===== src/rtl/ce_gen_pkg.sv =====
// Shared field width, per-channel rate record and the standard rates for a 48 MHz clk_sys.
package ce_gen_pkg;

  localparam int ACC_W = 8;

  typedef struct packed {
    logic [ACC_W-1:0] inc;
    logic [ACC_W-1:0] mod;
  } cfg_t;

  localparam cfg_t PIX_HI  = '{inc: 8'd1, mod: 8'd6};
  localparam cfg_t PIX_LO  = '{inc: 8'd1, mod: 8'd12};
  localparam cfg_t CPU_1M  = '{inc: 8'd1, mod: 8'd48};
  localparam cfg_t CPU_2M  = '{inc: 8'd1, mod: 8'd24};
  localparam cfg_t CPU_4M  = '{inc: 8'd1, mod: 8'd12};
  localparam cfg_t CPU_8M  = '{inc: 8'd1, mod: 8'd6};
  localparam cfg_t CPU_10M = '{inc: 8'd5, mod: 8'd24};

endpackage


===== src/rtl/ce_gen_chan.sv =====
// One fractional enable channel: phase accumulator, one-entry rate shadow and
// the sync > en > hold > wrap > accumulate priority chain.
module ce_gen_chan
  import ce_gen_pkg::*;
#(
  parameter int ACC_W   = 8,
  parameter int DEF_INC = 1,
  parameter int DEF_MOD = 48
) (
  input  logic             clk_sys,
  input  logic             n_reset,
  input  logic             en,
  input  logic             hold,
  input  logic             sync,
  input  logic             cfg_valid,
  input  logic [ACC_W-1:0] cfg_inc,
  input  logic [ACC_W-1:0] cfg_mod,
  output logic             cfg_ready,
  output logic             ce,
  output logic             cfg_active
);

  logic [ACC_W-1:0] acc_q, inc_q, mod_q, sh_inc_q, sh_mod_q;
  logic             full_q, ce_q;

  logic [ACC_W:0]   sum, diff;
  logic [ACC_W-1:0] acc_wrap;
  logic             degen, wrap, accept;

  assign sum    = {1'b0, acc_q} + {1'b0, inc_q};
  assign diff   = sum - {1'b0, mod_q};
  assign degen  = (inc_q == '0) || (mod_q == '0);
  assign wrap   = !degen && (sum >= {1'b0, mod_q});
  assign accept = cfg_valid && !full_q;

  // inc >= mod saturates to a pulse every cycle; pin acc so it cannot drift.
  assign acc_wrap = (inc_q >= mod_q) ? '0 : diff[ACC_W-1:0];

  always_ff @(posedge clk_sys) begin
    if (!n_reset) begin
      acc_q    <= '0;
      inc_q    <= ACC_W'(DEF_INC);
      mod_q    <= ACC_W'(DEF_MOD);
      sh_inc_q <= '0;
      sh_mod_q <= '0;
      full_q   <= 1'b0;
      ce_q     <= 1'b0;
    end else begin
      if (accept) begin
        sh_inc_q <= cfg_inc;
        sh_mod_q <= cfg_mod;
        full_q   <= 1'b1;
      end
      if (sync || !en) begin
        acc_q <= '0;
        ce_q  <= 1'b0;
        if (full_q) begin
          inc_q  <= sh_inc_q;
          mod_q  <= sh_mod_q;
          full_q <= 1'b0;
        end
      end else if (hold) begin
        ce_q <= 1'b0;
      end else if (wrap) begin
        ce_q <= 1'b1;
        if (full_q) begin
          inc_q  <= sh_inc_q;
          mod_q  <= sh_mod_q;
          full_q <= 1'b0;
          acc_q  <= (acc_wrap >= sh_mod_q) ? '0 : acc_wrap;
        end else begin
          acc_q <= acc_wrap;
        end
      end else begin
        ce_q <= 1'b0;
        if (!degen) acc_q <= sum[ACC_W-1:0];
      end
    end
  end

  assign cfg_ready  = ~full_q;
  assign cfg_active = full_q;
  assign ce         = ce_q;

endmodule


===== src/rtl/ce_gen_frac.sv =====
// Multi-channel fractional clock-enable generator; each channel pulses at f_clk*inc/mod.
module ce_gen_frac
  import ce_gen_pkg::*;
#(
  parameter int CHANNELS = 2,
  parameter int ACC_W    = 8,
  parameter int DEF_INC  = 1,
  parameter int DEF_MOD  = 48
) (
  input  logic                      clk_sys,
  input  logic                      n_reset,
  input  logic [CHANNELS-1:0]       en,
  input  logic [CHANNELS-1:0]       hold,
  input  logic                      sync,
  input  logic [CHANNELS-1:0]       cfg_valid,
  input  logic [CHANNELS*ACC_W-1:0] cfg_inc,
  input  logic [CHANNELS*ACC_W-1:0] cfg_mod,
  output logic [CHANNELS-1:0]       cfg_ready,
  output logic [CHANNELS-1:0]       ce,
  output logic [CHANNELS-1:0]       cfg_active
);

  for (genvar g = 0; g < CHANNELS; g++) begin : g_chan
    ce_gen_chan #(
      .ACC_W  (ACC_W),
      .DEF_INC(DEF_INC),
      .DEF_MOD(DEF_MOD)
    ) u_chan (
      .clk_sys   (clk_sys),
      .n_reset   (n_reset),
      .en        (en[g]),
      .hold      (hold[g]),
      .sync      (sync),
      .cfg_valid (cfg_valid[g]),
      .cfg_inc   (cfg_inc[g*ACC_W +: ACC_W]),
      .cfg_mod   (cfg_mod[g*ACC_W +: ACC_W]),
      .cfg_ready (cfg_ready[g]),
      .ce        (ce[g]),
      .cfg_active(cfg_active[g])
    );
  end

endmodule

===== config.mk =====
export PLATFORM = sky130hd
export DESIGN_NAME = ce_gen_frac
export DESIGN_NICKNAME = d
export VERILOG_FILES = /design/src/rtl/ce_gen_pkg.sv /design/src/rtl/ce_gen_chan.sv /design/src/rtl/ce_gen_frac.sv
export SDC_FILE = /design/constraint.sdc
export NUM_CORES = 1
export LEC_CHECK = 0
export ABC_CLOCK_PERIOD_IN_PS = 9100
export CAP_MARGIN = 5
export CORE_MARGIN = 4
export CORE_UTILIZATION = 50
export DETAILED_ROUTE_END_ITERATION = 7
export HOLD_SLACK_MARGIN = 0.1
export PLACE_DENSITY_LB_ADDON = 0.05
export SYNTH_ARGS = -nofsm -noshare
export SYNTH_HDL_FRONTEND = slang
export SYNTH_SLANG_ARGS = --single-unit
export TNS_END_PERCENT = 10

===== constraint.sdc =====
create_clock -name clk_sys -period 9.1 [get_ports clk_sys]
set_input_delay 0.91 -clock clk_sys [delete_from_list [all_inputs] [get_ports clk_sys]]
set_output_delay 0.91 -clock clk_sys [all_outputs]
set_load 0.005 [all_outputs]

==> impl_metrics.ini, run 1 <==
[yosys]
synth-edff-count = 0
ys_top_cells_by_area = dfxtp_1, ha_1, nand2_1
syn_area_per_cell_sq_um = 8.07
synth_commonest_cells = nand2_1, dfxtp_1, a21oi_1
synth_most_common_cell = nand2_1
ys_types = 67
yosysTopAreaCell = dfxtp_1
async_flop_share_pct = 0
ys_ff_latch = 84
syn_area_sq_mm = 0.00564
ys_seq_area_share_pct = 29.8
synth_ff_type = dfxtp_1
syn-num-nets = 808
synth_top_area_share_pct = 29.8
synth_warnings = 0
netlist_instances = 699

[sta]
hold_violations = 0
setup_ws_ns = 4.42
final.min_clock_period_ns = 4.68
maxSlewViolCount = 0
setup_viol = 0
tightestPinTransition_ns = 1.08
fin_skew_ns = 0.00973
max_freq_mhz = 214
rsz0062_at_grt = no
tns_ns = 0
post-route-period-util_pct = 51.4
slew_headroom_pct = 27.8
holdWs_ns = 0.458

[worst_setup_path]
crit_top_cell = ha_1
worst-path-buf-inv = 0
worst_setup_path_end_kind = register
path_cells = ha_1, fa_1, a211oi_1, o21bai_1, a21oi_1, xnor2_1, ha_1, or3b_2, o211ai_1, a311oi_1, nor3_1, ha_1, a211oi_1, nand3_1, o221ai_1, nand2_1, o31ai_1
path_class = register to register
crit_required_ns = 9.36
cp_top_family = compound AO/OA/AOI/OAI gates
critPathLaunchType = register
path_max_fanout = 8
cpMaxStageDelayCell = or3b_2
crit_arrival_ns = 4.94
max_stage_delay_ns = 0.47

[detailed_routing]
dr.pass1.iters = 7
routed_wl_um = 14900
post-route-drc-count = 0
wire_per_inst_um = 17.1
postRouteAntennaNets = 0
drt_iter0_drc = 429
vias_per_cell = 5.86
vias = 5113

[clock_tree]
clock_sinks = 84
post-cts-setup-buffers = 0
clk_path_buf_depth = 2
h-tree-depth = 3
cts_resized = 0
cts_tree = yes
holdBufCountCts = 0
cts_buffers = 9
clock-root-buffer = clkbuf_16
insertion_delay_ns = 0.35
cts.clk_slew.worst_paths_ns = 0.07

[outcome]
outcome = finished, final reports clean

[cells_and_area]
multiInputGateArea_sq_mm = 0.00363
drive_above_1_share_pct = 4.64
syn_to_final_growth_pct = 13.9
fin_nets = 836
num_antenna_cells = 0
fillers = 1014
post-route-util_pct = 58.8
regArea_sq_mm = 0.00168

[placement]
gp_congestion = 0.911
port-buffer-count = 46
dp_slack_ns = 4.48
dp_hpwl_um = 11600

[grt]
grt_pass1_wl_um = 24800
antenna_found_initial = 0
grt_pass1_vias = 4919
grt_start_max_net_pins = 56
grtUsageTotal_pct = 23.8
overflow = 0

[job]
maxCapViolCount = 0

[die]
die_x_um = 114
die_h_um = 114
floorplan.initialDensity_pct = 51.6
die-area_sq_mm = 0.0130
core-area_sq_mm = 0.0109
design.portCount = 47
rows = 38

[power_and_ir_drop]
p_sw_uw = 300
switching_share_pct = 30.9
clkPwrFrac_pct = 36.6
power.internal_uw = 670
pwr-share-seq_pct = 41.1
p_comb_share_pct = 22.3
max-vdd-ir-drop_v = 0.0000898
powerDensity_mw_per_mm2 = 151
p_leak_uw = 0.00266
power_uw = 969

[worst_hold_path]
hold_class = register to register
[sequential cells by signal, summed over array words and instances, names as in the netlist]
name	count
g_chan.u_chan.cfg_active	2
g_chan.u_chan.sh_inc_q	16
g_chan.u_chan.acc_q	16
g_chan.u_chan.sh_mod_q	16
g_chan.u_chan.mod_q	16
g_chan.u_chan.ce	2
g_chan.u_chan.inc_q	16
[cells in the final DEF (no fill, tap or decap), types with 9 or more instances in the layout]
cell and n:
dfxtp_1 84, o21ai_0 28, inv_1 46, nand2b_1 9
a21oi_1 67, nand2_1 112, mux2i_1 16, clkdlybuf4s50_1 46
a21o_1 12, nor2_1 34, nor4_1 11, clkbuf_16 9
o21ai_1 19, o211ai_1 15, ha_1 64, xnor2_1 10
xor2_1 9
[power by group through the flow]
stage / clock [uW] / combinational (uW) / sequential, uW
after floorplan: 0 / 155 / 400
after CTS: 359 / 215 / 398
after global routing: 376 / 242 / 401
after global placement: 0 / 206 / 406
after detailed placement: 0 / 214 / 406
final: 355 / 216 / 398
[path summary, 6_finish.rpt]
kind                                                                start                                         to  slack, ns  cells after the start
worst max register to register     g_chan[0].u_chan.inc_q[0]$_SDFFE_PN1P_     g_chan[0].u_chan.acc_q[0]$_SDFFE_PP0P_       4.42                     17
worst min register to register  g_chan[1].u_chan.sh_mod_q[6]$_SDFFE_PN0P_  g_chan[1].u_chan.sh_mod_q[6]$_SDFFE_PN0P_       0.46                      2
worst min-delay path            g_chan[1].u_chan.sh_mod_q[6]$_SDFFE_PN0P_  g_chan[1].u_chan.sh_mod_q[6]$_SDFFE_PN0P_       0.46                      2
worst max-delay path               g_chan[0].u_chan.inc_q[0]$_SDFFE_PN1P_     g_chan[0].u_chan.acc_q[0]$_SDFFE_PP0P_       4.42                     17
[layout make-up]
| type | count | area share, % |
|---|---|---|
| clock buffer | 10 | 3.72 |
| clock inverter | 6 | 0.701 |
| inverter | 47 | 2.74 |
| multi-input combinational | 536 | 56.4 |
| sequential | 84 | 26.2 |
| tap | 140 | 2.72 |
| timing repair buffer | 49 | 7.51 |
[tightest hold or removal path, cell delays in order, from the launching register on]
cell	delay [ns]
dfxtp_1	0.31
nand2_1	0.05
a21oi_1	0.05
[through the flow]
stage	cell area (sq um)	std cells
after global placement	6140	856
after global routing	6430	872
after floorplan	5640	699
final	6430	872
after detailed placement	6140	856
after CTS	6430	872
[kinds of logic after synthesis]
| kind of cell | Yosys count | share of synthesized area (%) |
|---|---|---|
| compound gates | 205 | 23.4 |
| xor+xnor | 19 | 2.95 |
| fa+ha+maj | 68 | 15.6 |
| buf+inv | 79 | 6.03 |
| flops | 84 | 29.8 |
| mux | 16 | 2.84 |
| simple gates | 228 | 19.4 |
[per-layer routing]
metal  vias up  GRT usage, %  part of all wire [%]
met1      2359          36.2                    50
met5         -             0                     0
met3        19          4.33                   6.5
met4         0          6.18                   1.5
met2       158          34.5                    42
li1       2577             -                     -
Note: power is estimated with default switching activity, not from simulation.
==> run 2: changes to the inputs <==
- ABC_CLOCK_PERIOD_IN_PS: 9100 -> 4820
- clock period: 9.1 -> 4.82 ns (I/O delays scaled with it)
==> impl_metrics.ini, run 2 (synthesis results as in run 1) <==
[outcome]
outcome = finished, final reports clean

[worst_setup_path]
path_class = register to register
worst_setup_path_end_kind = register
crit_required_ns = 5.10
path_max_fanout = 4
critPathLaunchType = register
crit_arrival_ns = 4.80

[die]
die_h_um = 114
rows = 38
core-area_sq_mm = 0.0109
design.portCount = 47
die-area_sq_mm = 0.0130
die_x_um = 114
floorplan.initialDensity_pct = 51.6

[sta]
tightestPinTransition_ns = 0.972
fin_skew_ns = 0.00897
max_freq_mhz = 221
slew_headroom_pct = 35.1
post-route-period-util_pct = 93.7
maxSlewViolCount = 0
setup_viol = 0
hold_violations = 0
final.min_clock_period_ns = 4.52
tns_ns = 0
rsz0062_at_grt = no

[detailed_routing]
post-route-drc-count = 0
wire_per_inst_um = 16.8
vias_per_cell = 5.91
dr.pass1.iters = 7
vias = 5168
routed_wl_um = 14700
drt_iter0_drc = 350
postRouteAntennaNets = 0

[clock_tree]
cts_buffers = 9
h-tree-depth = 3
holdBufCountCts = 0
cts_tree = yes
post-cts-setup-buffers = 0
clk_path_buf_depth = 2
insertion_delay_ns = 0.34
cts.clk_slew.worst_paths_ns = 0.07
clock_sinks = 84
clock-root-buffer = clkbuf_16

[placement]
dp_hpwl_um = 11400
gp_congestion = 0.965
port-buffer-count = 46

[grt]
antenna_found_initial = 0
grt_pass1_wl_um = 24200
overflow = 0
grt_start_max_net_pins = 56
grt_pass1_vias = 4868
grtUsageTotal_pct = 23.2

[power_and_ir_drop]
max-vdd-ir-drop_v = 0.000207
p_leak_uw = 0.00269
powerDensity_mw_per_mm2 = 293

[cells_and_area]
final_common_cell = nand2_1
fin_nets = 839
drive_above_1_share_pct = 5.17
final_cell_mix = nand2_1, dfxtp_1, a21oi_1
num_antenna_cells = 0
post-route-util_pct = 59.4
fillers = 1042
syn_to_final_growth_pct = 15.1

[job]
maxCapViolCount = 0

[worst_hold_path]
hold_class = register to register
run 2: changes by cell type in the layout (fill, tap and decap cells not counted), sizes merged:
| cell | previous run | this run |
|---|---|---|
| buf | 3 | 6 |
| inv | 50 | 47 |
| clkbuf | 10 | 12 |
| bufinv | 0 | 1 |
run 2: power by group:
group | switching (uW) | internal, uW | total, uW
clock | 292 | 447 | 739
combinational | 238 | 175 | 413
sequential | 28.1 | 725 | 753
total | 558 | 1350 | 1900
run 2: routing by layer:
layer	wire length, um	global-route usage [%]	share of wire (%)	up-vias
met3	1050	3.65	7.1	24
met4	247	6.49	1.7	0
met5	0	0	0	-
met1	7460	35.8	51	2360
li1	-	-	-	2575
met2	5970	33.1	41	209
run 2: worst paths after layout:
kind / slack, ns / startpoint / endpoint / cells after the start
worst min register to register: 0.46 / g_chan[0].u_chan.sh_inc_q[4]$_SDFFE_PN0P_ / g_chan[0].u_chan.sh_inc_q[4]$_SDFFE_PN0P_ / 2
worst max-delay path: 0.30 / g_chan[1].u_chan.inc_q[0]$_SDFFE_PN1P_ / g_chan[1].u_chan.acc_q[7]$_SDFFE_PP0P_ / 16
worst min-delay path: 0.46 / g_chan[0].u_chan.sh_inc_q[4]$_SDFFE_PN0P_ / g_chan[0].u_chan.sh_inc_q[4]$_SDFFE_PN0P_ / 2
worst max register to register: 0.30 / g_chan[1].u_chan.inc_q[0]$_SDFFE_PN1P_ / g_chan[1].u_chan.acc_q[7]$_SDFFE_PP0P_ / 16
run 2: worst max-delay path, cell delays in order, from the launching register on:
cell and delay [ns]:
dfxtp_1 0.34, ha_1 0.25, fa_1 0.44, a211oi_1 0.30
o21bai_1 0.13, a21oi_1 0.20, xnor2_1 0.12, ha_1 0.21
or4_1 0.55, o21ai_0 0.21, xor2_1 0.22, nor2_1 0.08
ha_1 0.30, a21o_1 0.18, a221o_1 0.40, or4_1 0.42
nand3_1 0.09
run 2: area by class of cell:
type / instances / area [sq um] / area share, %
timing repair buffer: 52 / 505 / 7.78
multi-input combinational: 536 / 3630 / 56.0
tap: 140 / 175 / 2.70
clock inverter: 4 / 56.3 / 0.867
inverter: 47 / 176 / 2.72
clock buffer: 12 / 267 / 4.10
sequential: 84 / 1680 / 25.9
run 2: what timing repair did:
action | in CTS | in global routing
setup endpoints to repair | 0 | 6
endpoints found under the hold margin | 0 | 0
gates resized for setup | 0 | 2
run 2: stage by stage:
stage / setup WS [ns] / cells / hold slack, ns / total power [uW] / area (sq um)
floorplan: 0.757 / 699 / 0.436 / 1050 / 5640
detailed placement: 0.407 / 859 / 0.449 / 1170 / 6170
global route: 0.0174 / 875 / 0.479 / 2000 / 6500
finish: 0.303 / 875 / 0.459 / 1900 / 6500
global placement: 0.566 / 859 / 0.446 / 1160 / 6170
CTS: 0.346 / 875 / 0.459 / 1910 / 6490
==> run 3: changes to the inputs <==
- DONT_BUFFER_PORTS: not set -> 1
- SLEW_MARGIN: not set -> 20
==> impl_metrics.ini, run 3 (synthesis results as in run 1) <==
[placement]
place_inst = 812
port-buffer-count = 0
postPlaceCellArea_sq_mm = 0.00570
dp_hpwl_um = 11300
gp_congestion = 0.950

[cells_and_area]
syn_to_final_growth_pct = 6.30
fin_cells = 828
fin_nets = 792
drive_above_1_share_pct = 5.38
postLayoutCellArea_sq_mm = 0.00600
post-route-util_pct = 54.8
final_common_cell = nand2_1
final_cell_mix = nand2_1, dfxtp_1, a21oi_1
num_antenna_cells = 0

[worst_setup_path]
path_class = register to register
r2r_cells = 16
r2r-start = g_chan[1].u_chan.inc_q[0]$_SDFFE_PN1P_
crit_arrival_ns = 4.79
critPathLaunchType = register
r2r_slack_ns = 0.32
crit_required_ns = 5.11
worst_setup_path_end_kind = register
path_max_fanout = 6
reg2reg_to = g_chan[1].u_chan.acc_q[7]$_SDFFE_PP0P_

[worst_hold_path]
hp-start = n_reset
worstHoldPathCells = 1
hold_class = primary input to register
min_to = g_chan[1].u_chan.inc_q[0]$_SDFFE_PN1P_

[sta]
max_freq_mhz = 222
slew_headroom_pct = 35.2
holdWs_ns = 0.219
rsz0062_at_grt = no
hold_violations = 0
post-route-period-util_pct = 93.4
tns_ns = 0
maxSlewViolCount = 0
final.min_clock_period_ns = 4.50
setup_viol = 0
fin_skew_ns = 0.00598
tightestPinTransition_ns = 0.971

[detailed_routing]
vias_per_cell = 5.95
postRouteAntennaNets = 0
post-route-drc-count = 0
dr.pass1.iters = 5
wire_per_inst_um = 17.5
drt_iter0_drc = 332
routed_wl_um = 14500
vias = 4929

[clock_tree]
clock_sinks = 84
post-cts-setup-buffers = 0
clk_path_buf_depth = 2
h-tree-depth = 3
clock-root-buffer = clkbuf_16
cts_tree = yes
insertion_delay_ns = 0.34
cts.clk_slew.worst_paths_ns = 0.07
cts_resized = 0
cts_buffers = 9
holdBufCountCts = 0

[grt]
grt_pass1_wl_um = 23900
overflow = 0
grt_pass1_vias = 4639
antenna_found_initial = 0
grtUsageTotal_pct = 23.1
grt_start_max_net_pins = 56

[power_and_ir_drop]
clkPwrFrac_pct = 37.9
pwr-share-seq_pct = 41.9
powerDensity_mw_per_mm2 = 300
power.internal_uw = 1240
p_sw_uw = 560
switching_share_pct = 31.2
p_comb_share_pct = 20.3
p_leak_uw = 0.00249
max-vdd-ir-drop_v = 0.000210

[die]
rows = 38
design.portCount = 47
die-area_sq_mm = 0.0130
floorplan.initialDensity_pct = 51.6
core-area_sq_mm = 0.0109
die_h_um = 114
die_x_um = 114

[job]
maxCapViolCount = 0

[outcome]
outcome = finished, final reports clean
run 3: final cells by class:
class | count | area, sq um
fill | 1109 | 4940
multi-input combinational | 536 | 3630
sequential | 84 | 1680
clock buffer | 10 | 239
inverter | 47 | 176
tap | 140 | 175
clock inverter | 6 | 53.8
timing repair buffer | 5 | 37.5
run 3: per-layer routing:
layer	share of wire [%]	track usage [%]	wire (um)
met1	53	37.0	7650
met2	40	31.1	5740
met3	6.3	4.23	915
met4	1.2	6.33	181
met5	0	0	0
run 3: power groups by stage:
stage                     logic [uW]  registers (uW)  clock network, uW
after floorplan                  292             756                  0
after global placement           351             767                  0
after detailed placement         358             768                  0
after CTS                        360             753                694
after global routing             411             757                725
final                            364             753                681
run 3: critical path: stages (launching register included):
cell	delay, ns
dfxtp_1	0.34
ha_1	0.25
fa_1	0.45
a21o_1	0.19
a21oi_1	0.17
xor2_1	0.21
inv_1	0.09
ha_1	0.25
or4_1	0.53
o21ai_0	0.25
xor2_1	0.26
nor2_1	0.08
ha_1	0.30
a21o_1	0.18
a221o_1	0.39
or4_1	0.42
nand3_1	0.09
run 3: how the worst max path moves through the flow:
stage	start	endpoint	slack [ns]	cells after the start
3_5_place_dp	g_chan[1].u_chan.inc_q[0]$_SDFFE_PN1P_	g_chan[1].u_chan.acc_q[7]$_SDFFE_PP0P_	0.39	16
3_3_place_gp	g_chan[1].u_chan.inc_q[0]$_SDFFE_PN1P_	g_chan[1].u_chan.acc_q[7]$_SDFFE_PP0P_	0.56	16
4_1_cts	g_chan[1].u_chan.inc_q[0]$_SDFFE_PN1P_	g_chan[1].u_chan.acc_q[7]$_SDFFE_PP0P_	0.36	16
2_1_floorplan	g_chan[0].u_chan.inc_q[0]$_SDFFE_PN1P_	g_chan[0].u_chan.acc_q[0]$_SDFFE_PP0P_	0.76	17
6_report	g_chan[1].u_chan.inc_q[0]$_SDFFE_PN1P_	g_chan[1].u_chan.acc_q[7]$_SDFFE_PP0P_	0.32	16
5_1_grt	g_chan[0].u_chan.inc_q[0]$_SDFFE_PN1P_	g_chan[0].u_chan.acc_q[0]$_SDFFE_PP0P_	0.01	18
run 3: through the flow:
| stage | total power [uW] | setup WS [ns] |
|---|---|---|
| 5_1_grt | 1890 | 0.0128 |
| 3_5_place_dp | 1130 | 0.386 |
| 2_1_floorplan | 1050 | 0.757 |
| 3_3_place_gp | 1120 | 0.559 |
| 6_report | 1800 | 0.319 |
| 4_1_cts | 1810 | 0.357 |
